--- config.mk ---
export PLATFORM = sky130hd
export DESIGN_NAME = wb_store_buffer_flat
export DESIGN_NICKNAME = d
export VERILOG_FILES = /design/src/rtl/wb_store_buffer_if.sv /design/src/rtl/wb_store_buffer.sv /design/src/flat_wrapper.sv
export SDC_FILE = /design/constraint.sdc
export NUM_CORES = 1
export LEC_CHECK = 0
export ABC_CLOCK_PERIOD_IN_PS = 5050
export CORE_UTILIZATION = 40
export DETAILED_ROUTE_END_ITERATION = 12
export DONT_BUFFER_PORTS = 1
export GPL_ROUTABILITY_DRIVEN = 1
export PLACE_DENSITY = 0.52
export SKIP_LAST_GASP = 1
export SYNTH_ARGS = -nofsm -noshare
export SYNTH_HDL_FRONTEND = slang
export SYNTH_SLANG_ARGS = --single-unit
--- constraint.sdc ---
create_clock -name clk -period 5.05 [get_ports clk]
set_input_delay 0.505 -clock clk [delete_from_list [all_inputs] [get_ports clk]]
set_output_delay 0.505 -clock clk [all_outputs]
set_load 0.02 [all_outputs]
--- src/rtl/wb_store_buffer_if.sv ---
// D-cache core-port bundle for the writeback store buffer.
// master = store buffer (request side), slave = D-cache.
interface wb_store_buffer_if #(
  parameter int ADDR_W = 64,
  parameter int DATA_W = 64,
  parameter int TAG_W  = 13
);
  logic              mem_reqcyc_out;
  logic [ADDR_W-1:0] mem_req_out;
  logic [DATA_W-1:0] mem_reqdata_out;
  logic [TAG_W-1:0]  mem_reqtag_out;
  logic              mem_reqack_in;
  logic              mem_writeack_in;

  modport master (
    output mem_reqcyc_out, mem_req_out, mem_reqdata_out, mem_reqtag_out,
    input  mem_reqack_in, mem_writeack_in
  );

  modport slave (
    input  mem_reqcyc_out, mem_req_out, mem_reqdata_out, mem_reqtag_out,
    output mem_reqack_in, mem_writeack_in
  );
endinterface

--- src/rtl/wb_store_buffer.sv ---
// DEPTH-entry writeback store FIFO draining one store at a time to the D-cache.
// Optional store-to-load forwarding probe is enabled by defining STORE_FWD_EN.
module wb_store_buffer #(
  parameter int ADDR_W = 64,
  parameter int DATA_W = 64,
  parameter int DEPTH  = 4,
  parameter int TAG_W  = 13,
  // fields: op = WRITE, space = MEMORY, kind = DATA, then 7 zero bits
  parameter logic [TAG_W-1:0] WRITE_TAG = TAG_W'({2'b01, 2'b01, 2'b11, 7'b0000000})
) (
  input  logic                       clk,
  input  logic                       reset,
  input  logic                       wb_valid_in,
  input  logic                       kill_in,
  input  logic                       is_store_in,
  input  logic [ADDR_W-1:0]          store_addr_in,
  input  logic [DATA_W-1:0]          store_data_in,
  input  logic                       drain_in,
  output logic                       wb_accept_out,
  output logic                       stall_out,
  output logic                       mem_write_done_out,
  output logic                       empty_out,
  output logic [$clog2(DEPTH+1)-1:0] count_out,
`ifdef STORE_FWD_EN
  input  logic [ADDR_W-1:0]          fwd_addr_in,
  output logic                       fwd_hit_out,
  output logic [DATA_W-1:0]          fwd_data_out,
`endif
  wb_store_buffer_if.master          mem
);
  localparam int PTR_W = $clog2(DEPTH);
  localparam int CNT_W = $clog2(DEPTH+1);

  typedef enum logic [1:0] {IDLE = 2'd0, REQ = 2'd1, WACK = 2'd2} state_e;

  state_e             state_q, state_d;
  logic [PTR_W-1:0]   wr_ptr_q, rd_ptr_q;
  logic [CNT_W-1:0]   count_q, count_d;
  logic [ADDR_W-1:0]  addr_mem_q [DEPTH];
  logic [DATA_W-1:0]  data_mem_q [DEPTH];
  logic               reqcyc_q, reqcyc_d;
  logic [ADDR_W-1:0]  req_addr_q, req_addr_d;
  logic [DATA_W-1:0]  req_data_q, req_data_d;
  logic               done_q, done_d;
  logic               present_s, full_s, enq_s, pop_s;

  // full looks at the registered count: a same-cycle pop never frees a slot
  assign present_s     = wb_valid_in & ~kill_in & is_store_in;
  assign full_s        = (count_q == CNT_W'(DEPTH));
  assign enq_s         = present_s & ~full_s & ~drain_in;
  assign wb_accept_out = wb_valid_in & ~kill_in & (~is_store_in | enq_s);
  assign stall_out     = present_s & ~enq_s;

  assign mem.mem_reqcyc_out  = reqcyc_q;
  assign mem.mem_req_out     = req_addr_q;
  assign mem.mem_reqdata_out = req_data_q;
  assign mem.mem_reqtag_out  = WRITE_TAG;
  assign mem_write_done_out  = done_q;
  assign count_out           = count_q;
  assign empty_out           = (count_q == {CNT_W{1'b0}}) & (state_q == IDLE);

  // issue FSM next-state and request register loads
  always_comb begin
    state_d    = state_q;
    reqcyc_d   = reqcyc_q;
    req_addr_d = req_addr_q;
    req_data_d = req_data_q;
    pop_s      = 1'b0;
    case (state_q)
      IDLE: begin
        if (count_q != {CNT_W{1'b0}}) begin
          state_d    = REQ;
          reqcyc_d   = 1'b1;
          req_addr_d = addr_mem_q[rd_ptr_q];
          req_data_d = data_mem_q[rd_ptr_q];
        end else begin
          state_d = IDLE;
        end
      end
      REQ: begin
        if (mem.mem_reqack_in) begin
          reqcyc_d = 1'b0;
          if (mem.mem_writeack_in) begin
            pop_s   = 1'b1;
            state_d = IDLE;
          end else begin
            state_d = WACK;
          end
        end else begin
          state_d = REQ;
        end
      end
      WACK: begin
        if (mem.mem_writeack_in) begin
          pop_s   = 1'b1;
          state_d = IDLE;
        end else begin
          state_d = WACK;
        end
      end
      default: begin
        state_d  = IDLE;
        reqcyc_d = 1'b0;
      end
    endcase
    done_d  = pop_s;
    count_d = count_q + CNT_W'(enq_s) - CNT_W'(pop_s);
  end

  // control state, pointers and request registers
  always_ff @(posedge clk) begin
    if (reset) begin
      state_q    <= IDLE;
      wr_ptr_q   <= {PTR_W{1'b0}};
      rd_ptr_q   <= {PTR_W{1'b0}};
      count_q    <= {CNT_W{1'b0}};
      reqcyc_q   <= 1'b0;
      req_addr_q <= {ADDR_W{1'b0}};
      req_data_q <= {DATA_W{1'b0}};
      done_q     <= 1'b0;
    end else begin
      state_q    <= state_d;
      wr_ptr_q   <= enq_s ? wr_ptr_q + PTR_W'(1) : wr_ptr_q;
      rd_ptr_q   <= pop_s ? rd_ptr_q + PTR_W'(1) : rd_ptr_q;
      count_q    <= count_d;
      reqcyc_q   <= reqcyc_d;
      req_addr_q <= req_addr_d;
      req_data_q <= req_data_d;
      done_q     <= done_d;
    end
  end

  // entry storage; validity is tracked by the pointers and count
  always_ff @(posedge clk) begin
    if (enq_s) begin
      addr_mem_q[wr_ptr_q] <= store_addr_in;
      data_mem_q[wr_ptr_q] <= store_data_in;
    end
  end

`ifdef STORE_FWD_EN
  logic [PTR_W-1:0] fwd_idx_s;

  // scan oldest to youngest so the youngest matching entry wins
  always_comb begin
    fwd_hit_out  = 1'b0;
    fwd_data_out = {DATA_W{1'b0}};
    fwd_idx_s    = rd_ptr_q;
    for (int i = 0; i < DEPTH; i++) begin
      fwd_idx_s = rd_ptr_q + PTR_W'(i);
      if ((CNT_W'(i) < count_q) && (addr_mem_q[fwd_idx_s] == fwd_addr_in)) begin
        fwd_hit_out  = 1'b1;
        fwd_data_out = data_mem_q[fwd_idx_s];
      end else begin
        fwd_hit_out  = fwd_hit_out;
        fwd_data_out = fwd_data_out;
      end
    end
  end
`endif
endmodule

--- src/flat_wrapper.sv ---
// flat-port wrapper written by rule: the top's interface ports become plain ports
module wb_store_buffer_flat 
#(
  parameter int ADDR_W = 64,
  parameter int DATA_W = 64,
  parameter int DEPTH  = 4,
  parameter int TAG_W  = 13,
                                                                      
  parameter logic [TAG_W-1:0] WRITE_TAG = TAG_W'({2'b01, 2'b01, 2'b11, 7'b0000000})
)
  (clk, reset, wb_valid_in, kill_in, is_store_in, store_addr_in, store_data_in, drain_in, wb_accept_out, stall_out, mem_write_done_out, empty_out, count_out, mem_mem_reqcyc_out, mem_mem_req_out, mem_mem_reqdata_out, mem_mem_reqtag_out, mem_mem_reqack_in, mem_mem_writeack_in);
  wb_store_buffer_if #(.ADDR_W(ADDR_W), .DATA_W(DATA_W), .TAG_W(TAG_W)) mem_i ();
  input  logic clk;
  input  logic reset;
  input  logic wb_valid_in;
  input  logic kill_in;
  input  logic is_store_in;
  input  logic [ADDR_W-1:0] store_addr_in;
  input  logic [DATA_W-1:0] store_data_in;
  input  logic drain_in;
  output logic wb_accept_out;
  output logic stall_out;
  output logic mem_write_done_out;
  output logic empty_out;
  output logic [$clog2(DEPTH+1)-1:0] count_out;
  output wire logic [$bits(mem_i.mem_reqcyc_out)-1:0] mem_mem_reqcyc_out;
  output wire logic [$bits(mem_i.mem_req_out)-1:0] mem_mem_req_out;
  output wire logic [$bits(mem_i.mem_reqdata_out)-1:0] mem_mem_reqdata_out;
  output wire logic [$bits(mem_i.mem_reqtag_out)-1:0] mem_mem_reqtag_out;
  input wire logic [$bits(mem_i.mem_reqack_in)-1:0] mem_mem_reqack_in;
  input wire logic [$bits(mem_i.mem_writeack_in)-1:0] mem_mem_writeack_in;
  assign mem_mem_reqcyc_out = mem_i.mem_reqcyc_out;
  assign mem_mem_req_out = mem_i.mem_req_out;
  assign mem_mem_reqdata_out = mem_i.mem_reqdata_out;
  assign mem_mem_reqtag_out = mem_i.mem_reqtag_out;
  assign mem_i.mem_reqack_in = mem_mem_reqack_in;
  assign mem_i.mem_writeack_in = mem_mem_writeack_in;
  wb_store_buffer #(.ADDR_W(ADDR_W), .DATA_W(DATA_W), .DEPTH(DEPTH), .TAG_W(TAG_W), .WRITE_TAG(WRITE_TAG)) u_core (.clk(clk), .reset(reset), .wb_valid_in(wb_valid_in), .kill_in(kill_in), .is_store_in(is_store_in), .store_addr_in(store_addr_in), .store_data_in(store_data_in), .drain_in(drain_in), .wb_accept_out(wb_accept_out), .stall_out(stall_out), .mem_write_done_out(mem_write_done_out), .empty_out(empty_out), .count_out(count_out), .mem(mem_i));
endmodule
==> impl_metrics.sql, run 1 <==
INSERT INTO impl_metrics (metric_group, metric, value, unit) VALUES
('yosys', 'synth.ff_latch_count', '651', ''),
('power_and_ir_drop', 'p_seq_share', '52.7', '%'),
('power_and_ir_drop', 'irDropWorstVdd', '0.000306', 'V'),
('clock_network', 'clock_insertion_delay_worst_skew', '0.60', 'ns'),
('place', 'dpl.hpwl', '26.7', 'mm'),
('yosys', 'yosysMostFrequentCell', 'edfxtp_1', ''),
('sta', 'worstMarginPinSlew', '0.964', 'ns'),
('floorplanning', 'die_y', '243', 'um'),
('critical_path', 'cp_data_arrival_time', '2.32', 'ns'),
('critical_path', 'crit_fanout', '7', ''),
('floorplanning', 'placeableCoreArea', '57600', 'um2'),
('sta', 'totalNegativeSetupSlack', '0', 'ns'),
('place', 'port-buffer-count', '0', ''),
('detailed_routing', 'ant_nets', '0', ''),
('detailed_routing', 'firstDrtPassIters', '4', ''),
('sta', 'setup_violations', '0', ''),
('critical_path', 'worst-setup-path-type', 'reg -> out', ''),
('power_and_ir_drop', 'power.static_leakage', '8.81', 'nW'),
('clock_network', 'max-clock-path-buffers', '3', ''),
('yosys', 'synthCells', '1046', ''),
('yosys', 'synth.avg_cell_area', '22.2', 'um2'),
('clock_network', 'ctsHtreeMaxLevel', '3', ''),
('status', 'result_of_the_run', 'complete, no violations', ''),
('clock_network', 'clkSinkCount', '651', ''),
('yosys', 'number_of_synthesized_flops_with_an_enable_pin', '512', ''),
('place', 'global_placement_routability_congestion', '0.727', ''),
('floorplanning', 'std_cell_rows', '88', ''),
('detailed_routing', 'detail_route.wl_per_cell', '23.3', 'um'),
('sta', 'final-hold-violation-count', '0', ''),
('floorplanning', 'dieWidth', '243', 'um'),
('yosys', 'netlist_top_cells_count', 'edfxtp_1, dfxtp_1, mux4_2', ''),
('sta', 'minimum_period_implied_by_the_final_worst_setup_slack', '2.83', 'ns'),
('power_and_ir_drop', 'power.combinational.fraction', '2.5', '%'),
('floorplanning', 'fp.dieArea', '59100', 'um2'),
('sta', 'hold_ws', '0.183', 'ns'),
('sta', 'maxClockFrequency', '0.354', 'GHz'),
('finish', 'nets', '1352', ''),
('sta', 'worst_slew_margin_rel', '35.7', '%'),
('yosys', 'synth_top_flop_cell', 'edfxtp_1', ''),
('clock_network', 'number_of_buffers_added_for_setup_after_cts', '0', ''),
('power_and_ir_drop', 'power-per-cell-area', '409', 'nW/um2'),
('critical_path', 'cp_data_required_time', '4.55', 'ns'),
('global_routing', 'antenna_found_initial', '3', ''),
('power_and_ir_drop', 'switching_share', '20.6', '%'),
('clock_network', 'tritoncts', 'built', ''),
('critical_path', 'critical_path.startpoint_type', 'register', ''),
('power_and_ir_drop', 'internal-power', '8.95', 'mW'),
('floorplanning', 'boundaryPins', '285', ''),
('global_routing', 'grt_pass1_vias', '11451', ''),
('sta', 'rsz_0062_raised_after_global_routing', 'no', ''),
('yosys', 'seq_area_frac_synth', '78.1', '%'),
('clock_network', 'tritoncts.num_buffers', '71', ''),
('global_routing', 'grt_max_degree', '72', ''),
('clock_network', 'holdBufCountCts', '130', ''),
('finish', 'area_growth_synth_to_finish', '18.3', '%'),
('detailed_routing', 'finalWirelength', '47.4', 'mm'),
('yosys', 'ys_async_sr_fraction', '0', '%'),
('clock_network', 'cts-resized-gates', '0', ''),
('yosys', 'yosysTopAreaCellShare', '66.1', '%'),
('sta', 'report.final.slew_viol_count', '0', ''),
('yosys', 'yosysUniqueCellTypes', '39', ''),
('global_routing', 'track_usage', '16.3', '%'),
('finish', 'drive_above_1_share', '21.2', '%'),
('sta', 'worst_clock_skew', '0.0254', 'ns'),
('yosys', 'synth_area', '23300', 'um2'),
('floorplanning', 'floorplan.initialDensity', '40.4', '%'),
('power_and_ir_drop', 'p_clk_share', '44.7', '%'),
('clock_network', 'cts-root-buf', 'clkbuf_16', ''),
('yosys', 'cells_taking_the_most_area_after_synthesis', 'edfxtp_1, mux4_2, dfxtp_1', ''),
('yosys', 'synth_largest_area_cell', 'edfxtp_1', ''),
('job', 'cap_viol_max_count', '0', ''),
('detailed_routing', 'drt_drc_violations_left', '0', ''),
('power_and_ir_drop', 'net_switching_power', '2.32', 'mW'),
('global_routing', 'first_pass_grt_wire_length', '71.7', 'mm'),
('critical_path', 'worst_setup_path_end_kind', 'primary output', ''),
('clock_network', 'clk_transition_reported_paths', '0.06', 'ns'),
('detailed_routing', 'vias', '10525', ''),
('detailed_routing', 'avgViaCountPerCell', '5.18', ''),
('detailed_routing', 'detailedRoute.firstIterationViolations', '408', ''),
('min_path', 'hp-class', 'in -> reg', ''),
('yosys', 'yosys_warnings', '0', ''),
('global_routing', 'globalRoute.totalOverflow', '0', ''),
('sta', 'timing.final.crit_share', '56.0', '%');
-- final cells by class --
class                   instances  area (um2)
flip-flops and latches        651       18200
clock inverters                27         199
well taps                     765         957
fillers                      4759       30100
diodes                          2        5.00
repair buffers                146        1510
clock buffers                 104        2120
inverters                      11        41.3
multi-input cells             324        4520
-- power by group through the flow --
stage | Clock [mW] | Sequential [mW] | Combinational (mW)
after floorplan | 0 | 6.04 | 0.160
after global placement | 0 | 6.06 | 0.159
after detailed placement | 0 | 6.06 | 0.162
after CTS | 5.18 | 5.94 | 0.293
after global routing | 5.37 | 5.94 | 0.313
final | 5.04 | 5.94 | 0.286
-- flip-flops by register name (all words and copies together) (netlist names) --
register	count
u_core.addr_mem_q	256
u_core.count_out	3
u_core.data_mem_q	256
u_core.mem.mem_req_out	64
u_core.mem.mem_reqcyc_out	1
u_core.mem.mem_reqdata_out	64
u_core.mem_write_done_out	1
u_core.rd_ptr_q	2
u_core.state_q	2
u_core.wr_ptr_q	2
-- worst max-delay path, stage by stage (launching register included) --
cell and delay [ns]:
dfxtp_1 0.54, nor3b_1 0.42, nor2_1 0.15, nor3b_1 0.63
-- through the flow --
| stage | power, mW | utilization, % | std cells | area (um2) | setup WS, ns |
|---|---|---|---|---|---|
| after floorplan | 6.20 | - | 1057 | 23300 | 0.719 |
| after global placement | 6.22 | 41.5 | 1767 | 23900 | 2.41 |
| after detailed placement | 6.22 | 41.5 | 1767 | 23900 | 2.35 |
| after CTS | 11.4 | 47.8 | 2028 | 27500 | 2.17 |
| after global routing | 11.6 | 47.8 | 2029 | 27500 | 2.07 |
| final | 11.3 | 47.8 | 2030 | 27500 | 2.22 |
-- final timing paths --
| kind | startpoint | to | slack [ns] | cells after the start |
|---|---|---|---|---|
| max reg2reg | u_core.state_q[1] | u_core.count_out[2] | 2.42 | 12 |
| max | u_core.count_out[2] | stall_out | 2.22 | 3 |
| min | mem_mem_reqack_in | u_core.state_q[0] | 0.18 | 2 |
| min reg2reg | u_core.wr_ptr_q[1] | u_core.wr_ptr_q[1] | 0.52 | 2 |
-- placed cells by master, fill, tap and decap left out, types with 5 or more instances in the layout --
| master | instances |
|---|---|
| conb_1 | 13 |
| buf_4 | 9 |
| buf_12 | 7 |
| clkbuf_8 | 13 |
| clkbuf_16 | 75 |
| a22o_1 | 124 |
| edfxtp_1 | 512 |
| mux4_2 | 128 |
| nor2_1 | 5 |
| ha_1 | 10 |
| clkinv_2 | 7 |
| clkinv_1 | 7 |
| dlygate4sd3_1 | 130 |
| a21oi_1 | 5 |
| inv_1 | 11 |
| dfxtp_1 | 137 |
| clkbuf_1 | 16 |
-- cells by family (layout without fill, tap and decap cells) --
group	count (synthesis)	count (layout)	synth area share, %
AO/OA/AOI/OAI	143	143	5.28
other	2	15	0.0323
multiplexers	128	128	12.4
flip-flops	651	651	78.1
adder cells (fa/ha/maj)	11	11	0.624
buffers and inverters	82	288	2.78
AND/OR/NAND/NOR	28	28	0.759
XOR/XNOR	1	1	0.0377
-- routing by layer --
layer  vias to the layer above  part of all wire, %  GRT usage, %
met4                         4                  2.5          5.59
met1                      5485                   40          19.6
met3                        87                  6.5          4.93
li1                       4672                    -             -
met2                       277                   51          27.8
met5                         -                0.049             0
Note: power is estimated with default switching activity, not from simulation.
==> run 2: changes to the inputs <==
- ABC_AREA: unset -> 1
- ABC_CLOCK_PERIOD_IN_PS: 5050 -> 2440
- PLACE_DENSITY: 0.52 -> 0.54
- clock period: 5.05 -> 2.44 ns (I/O delays scaled with it)
==> impl_metrics.sql, run 2 <==
INSERT INTO impl_metrics (metric_group, metric, value, unit) VALUES
('status', 'result_of_the_run', 'complete, no violations', ''),
('place', 'dp_worst_setup_slack', '0.0834', 'ns'),
('sta', 'worst_slew_margin_rel', '44.7', '%'),
('detailed_routing', 'avgViaCountPerCell', '4.58', ''),
('floorplanning', 'floorplan.initialDensity', '40.7', '%'),
('detailed_routing', 'drt_drc_violations_left', '0', ''),
('critical_path', 'regToRegStartpoint', 'u_core.state_q[0]', ''),
('finish', 'multi_input_area', '6130', 'um2'),
('yosys', 'yosysUniqueCellTypes', '22', ''),
('sta', 'totalNegativeSetupSlack', '0', 'ns'),
('critical_path', 'delay_contributed_by_the_slowest_stage_of_the_critical_path', '0.37', 'ns'),
('yosys', 'synth_largest_area_cell', 'edfxtp_1', ''),
('critical_path', 'path_depth', '15', ''),
('sta', 'minimum_period_implied_by_the_final_worst_setup_slack', '2.29', 'ns'),
('finish', 'area_growth_synth_to_finish', '17.0', '%'),
('yosys', 'yosysMostFrequentCell', 'nand2_1', ''),
('global_routing', 'first_pass_grt_wire_length', '97.5', 'mm'),
('detailed_routing', 'finalWirelength', '61.9', 'mm'),
('critical_path', 'cp_data_arrival_time', '2.79', 'ns'),
('clock_network', 'tritoncts.num_buffers', '72', ''),
('floorplanning', 'die_y', '265', 'um'),
('finish', 'final_util', '47.7', '%'),
('sta', 'post-route-worst-setup-slack', '0.150', 'ns'),
('finish', 'top_regs', 'u_core.addr_mem_q x256, u_core.data_mem_q x256', ''),
('place', 'port-buffer-count', '0', ''),
('clock_network', 'cts-root-buf', 'clkbuf_16', ''),
('floorplanning', 'boundaryPins', '285', ''),
('yosys', 'cells_taking_the_most_area_after_synthesis', 'edfxtp_1, nand2_1, dfxtp_1', ''),
('finish', 'nets', '3197', ''),
('critical_path', 'worst-setup-path-type', 'reg -> reg', ''),
('critical_path', 'r2r_end', 'u_core.count_out[2]', ''),
('clock_network', 'clk_transition_reported_paths', '0.06', 'ns'),
('yosys', 'yosys_warnings', '0', ''),
('critical_path', 'r2r_setup_slack', '0.15', 'ns'),
('finish', 'final_design_area_no_fill', '32300', 'um2'),
('detailed_routing', 'detailedRoute.firstIterationViolations', '929', ''),
('critical_path', 'cp_data_required_time', '2.94', 'ns'),
('yosys', 'yosysTopAreaCellShare', '55.7', '%'),
('sta', 'final-hold-violation-count', '0', ''),
('critical_path', 'critical_path.cell_chain', 'inv_1 -> ha_1 -> nand2_1 -> inv_1 -> nand2_1 -> inv_2 -> ha_1 -> inv_1 -> ha_1 -> inv_1 -> fa_2 -> xor2_2 -> nand2_1 -> nand2_1 -> nor2_1', ''),
('critical_path', 'crit_path_start', 'u_core.state_q[0]', ''),
('critical_path', 'crit_fanout', '3', ''),
('detailed_routing', 'ant_nets', '0', ''),
('finish', 'layout_commonest_cell', 'nand2_1', ''),
('critical_path', 'crit_path_leading_delay_family', 'adder cells', ''),
('clock_network', 'clkSinkCount', '651', ''),
('yosys', 'ys_async_sr_fraction', '0', '%'),
('detailed_routing', 'firstDrtPassIters', '5', ''),
('yosys', 'netlist_top_cells_count', 'nand2_1, inv_1, edfxtp_1', ''),
('clock_network', 'max-clock-path-buffers', '3', ''),
('sta', 'setup_violations', '0', ''),
('detailed_routing', 'vias', '18281', ''),
('place', 'global_placement_routability_congestion', '0.744', ''),
('critical_path', 'timing.critical_path.slowest_stage_cell', 'fa_2', ''),
('yosys', 'synthCells', '2929', ''),
('critical_path', 'path_buf_inv', '5', ''),
('global_routing', 'grt_max_degree', '131', ''),
('sta', 'timing.final.crit_share', '93.9', '%'),
('clock_network', 'clock_insertion_delay_worst_skew', '0.61', 'ns'),
('critical_path', 'reg2regPathDepth', '15', ''),
('yosys', 'seq_area_frac_synth', '65.8', '%'),
('place', 'dpl.hpwl', '35.5', 'mm'),
('yosys', 'synth.ff_latch_count', '651', ''),
('finish', 'layout.cells.most_common_list', 'nand2_1, inv_1, edfxtp_1, nor2_1, nand3_1', ''),
('yosys', 'synth_area', '27600', 'um2'),
('yosys', 'synth_top_flop_cell', 'edfxtp_1', ''),
('power_and_ir_drop', 'power-per-cell-area', '753', 'nW/um2'),
('min_path', 'hp-class', 'in -> reg', ''),
('sta', 'maxClockFrequency', '0.437', 'GHz'),
('global_routing', 'globalRoute.totalOverflow', '0', ''),
('critical_path', 'critical_path.startpoint_type', 'register', ''),
('yosys', 'number_of_synthesized_flops_with_an_enable_pin', '512', ''),
('floorplanning', 'dieWidth', '265', 'um'),
('detailed_routing', 'detail_route.wl_per_cell', '15.5', 'um'),
('yosys', 'synth.avg_cell_area', '9.42', 'um2'),
('clock_network', 'tritoncts', 'built', ''),
('place', 'placed_area', '28500', 'um2'),
('power_and_ir_drop', 'power.static_leakage', '14.6', 'nW'),
('global_routing', 'grt_pass1_vias', '17868', ''),
('finish', 'drive_above_1_share', '5.53', '%'),
('critical_path', 'worst_setup_path_end_kind', 'register', ''),
('finish', 'register_area', '18200', 'um2'),
('floorplanning', 'std_cell_rows', '95', ''),
('global_routing', 'track_usage', '17.8', '%'),
('job', 'cap_viol_max_count', '0', ''),
('sta', 'worstMarginPinSlew', '0.829', 'ns'),
('clock_network', 'ctsHtreeMaxLevel', '3', ''),
('power_and_ir_drop', 'irDropWorstVdd', '0.000454', 'V'),
('sta', 'rsz_0062_raised_after_global_routing', 'no', ''),
('critical_path', 'critPathCapture', 'u_core.count_out[2]', ''),
('sta', 'report.final.slew_viol_count', '0', ''),
('global_routing', 'antenna_found_initial', '14', ''),
('finish', 'final.fill_count', '6241', ''),
('sta', 'worst_clock_skew', '0.0222', 'ns'),
('floorplanning', 'fp.dieArea', '70100', 'um2'),
('floorplanning', 'placeableCoreArea', '67800', 'um2');
[run 2: layout make-up]
| type | instances | area share [%] |
|---|---|---|
| diodes | 7 | 0.0542 |
| multi-input cells | 1482 | 19.0 |
| repair buffers | 177 | 6.07 |
| clock inverters | 32 | 1.12 |
| well taps | 873 | 3.38 |
| inverters | 666 | 7.79 |
| clock buffers | 102 | 6.34 |
| flip-flops and latches | 651 | 56.3 |
[run 2: per-layer routing]
metal | GRT usage (%) | routed length, um | share of wire, %
met5 | 0 | 92 | 0.15
met4 | 5.66 | 1280 | 2.1
met3 | 4.07 | 3530 | 5.7
met2 | 31.0 | 30600 | 49
met1 | 21.9 | 26400 | 43
[run 2: stage by stage]
step           hold slack [ns]  cells  total power, mW
3_5_place_dp             0.307   3717             13.5
6_report                0.0509   3990             24.3
3_3_place_gp             0.306   3717             13.4
5_1_grt                 0.0541   3990             25.2
4_1_cts                 0.0172   3983             24.7
2_1_floorplan            0.301   2940             13.3
[run 2: worst register-to-register path: stages (launching register included)]
cell and delay [ns]:
dfxtp_1 0.33, inv_1 0.07, ha_1 0.29, nand2_1 0.06
inv_1 0.03, nand2_1 0.11, inv_2 0.07, ha_1 0.28
inv_1 0.06, ha_1 0.14, inv_1 0.06, fa_2 0.37
xor2_2 0.16, nand2_1 0.06, nand2_1 0.06, nor2_1 0.04
[run 2: power breakdown]
group	internal (mW)	switching [mW]	total, mW
Combinational	0.375	0.580	0.955
Clock	6.53	4.33	10.9
Sequential	12.2	0.341	12.5
Total	19.1	5.25	24.3
[run 2: timing repair]
item | 4_1_cts | 5_1_grt
resized for setup | 0 | 3
setup buffers | 0 | 0
hold endpoints to repair | 520 | 0
endpoints found under the setup margin | 0 | 1
hold buffers | 132 | 0
[run 2: kinds of logic after synthesis]
logic type | Yosys count | synth area share, %
adder cells (fa/ha/maj) | 11 | 0.526
buffers and inverters | 807 | 12.5
AND/OR/NAND/NOR | 1449 | 21.0
flip-flops | 651 | 65.8
AO/OA/AOI/OAI | 7 | 0.127
XOR/XNOR | 2 | 0.0635
other | 2 | 0.0272
[run 2: worst min path at each step]
stage                     depth (start not counted)  slack [ns]                    endpoint      from
after floorplan                                   1        0.30         u_core.count_out[1]     reset
after global placement                            1        0.31         u_core.count_out[1]     reset
after detailed placement                          1        0.31         u_core.count_out[1]     reset
after CTS                                         5        0.02          u_core.wr_ptr_q[0]  drain_in
after global routing                              3        0.05   u_core.mem.mem_req_out[9]     reset
final                                             3        0.05  u_core.mem.mem_req_out[54]     reset
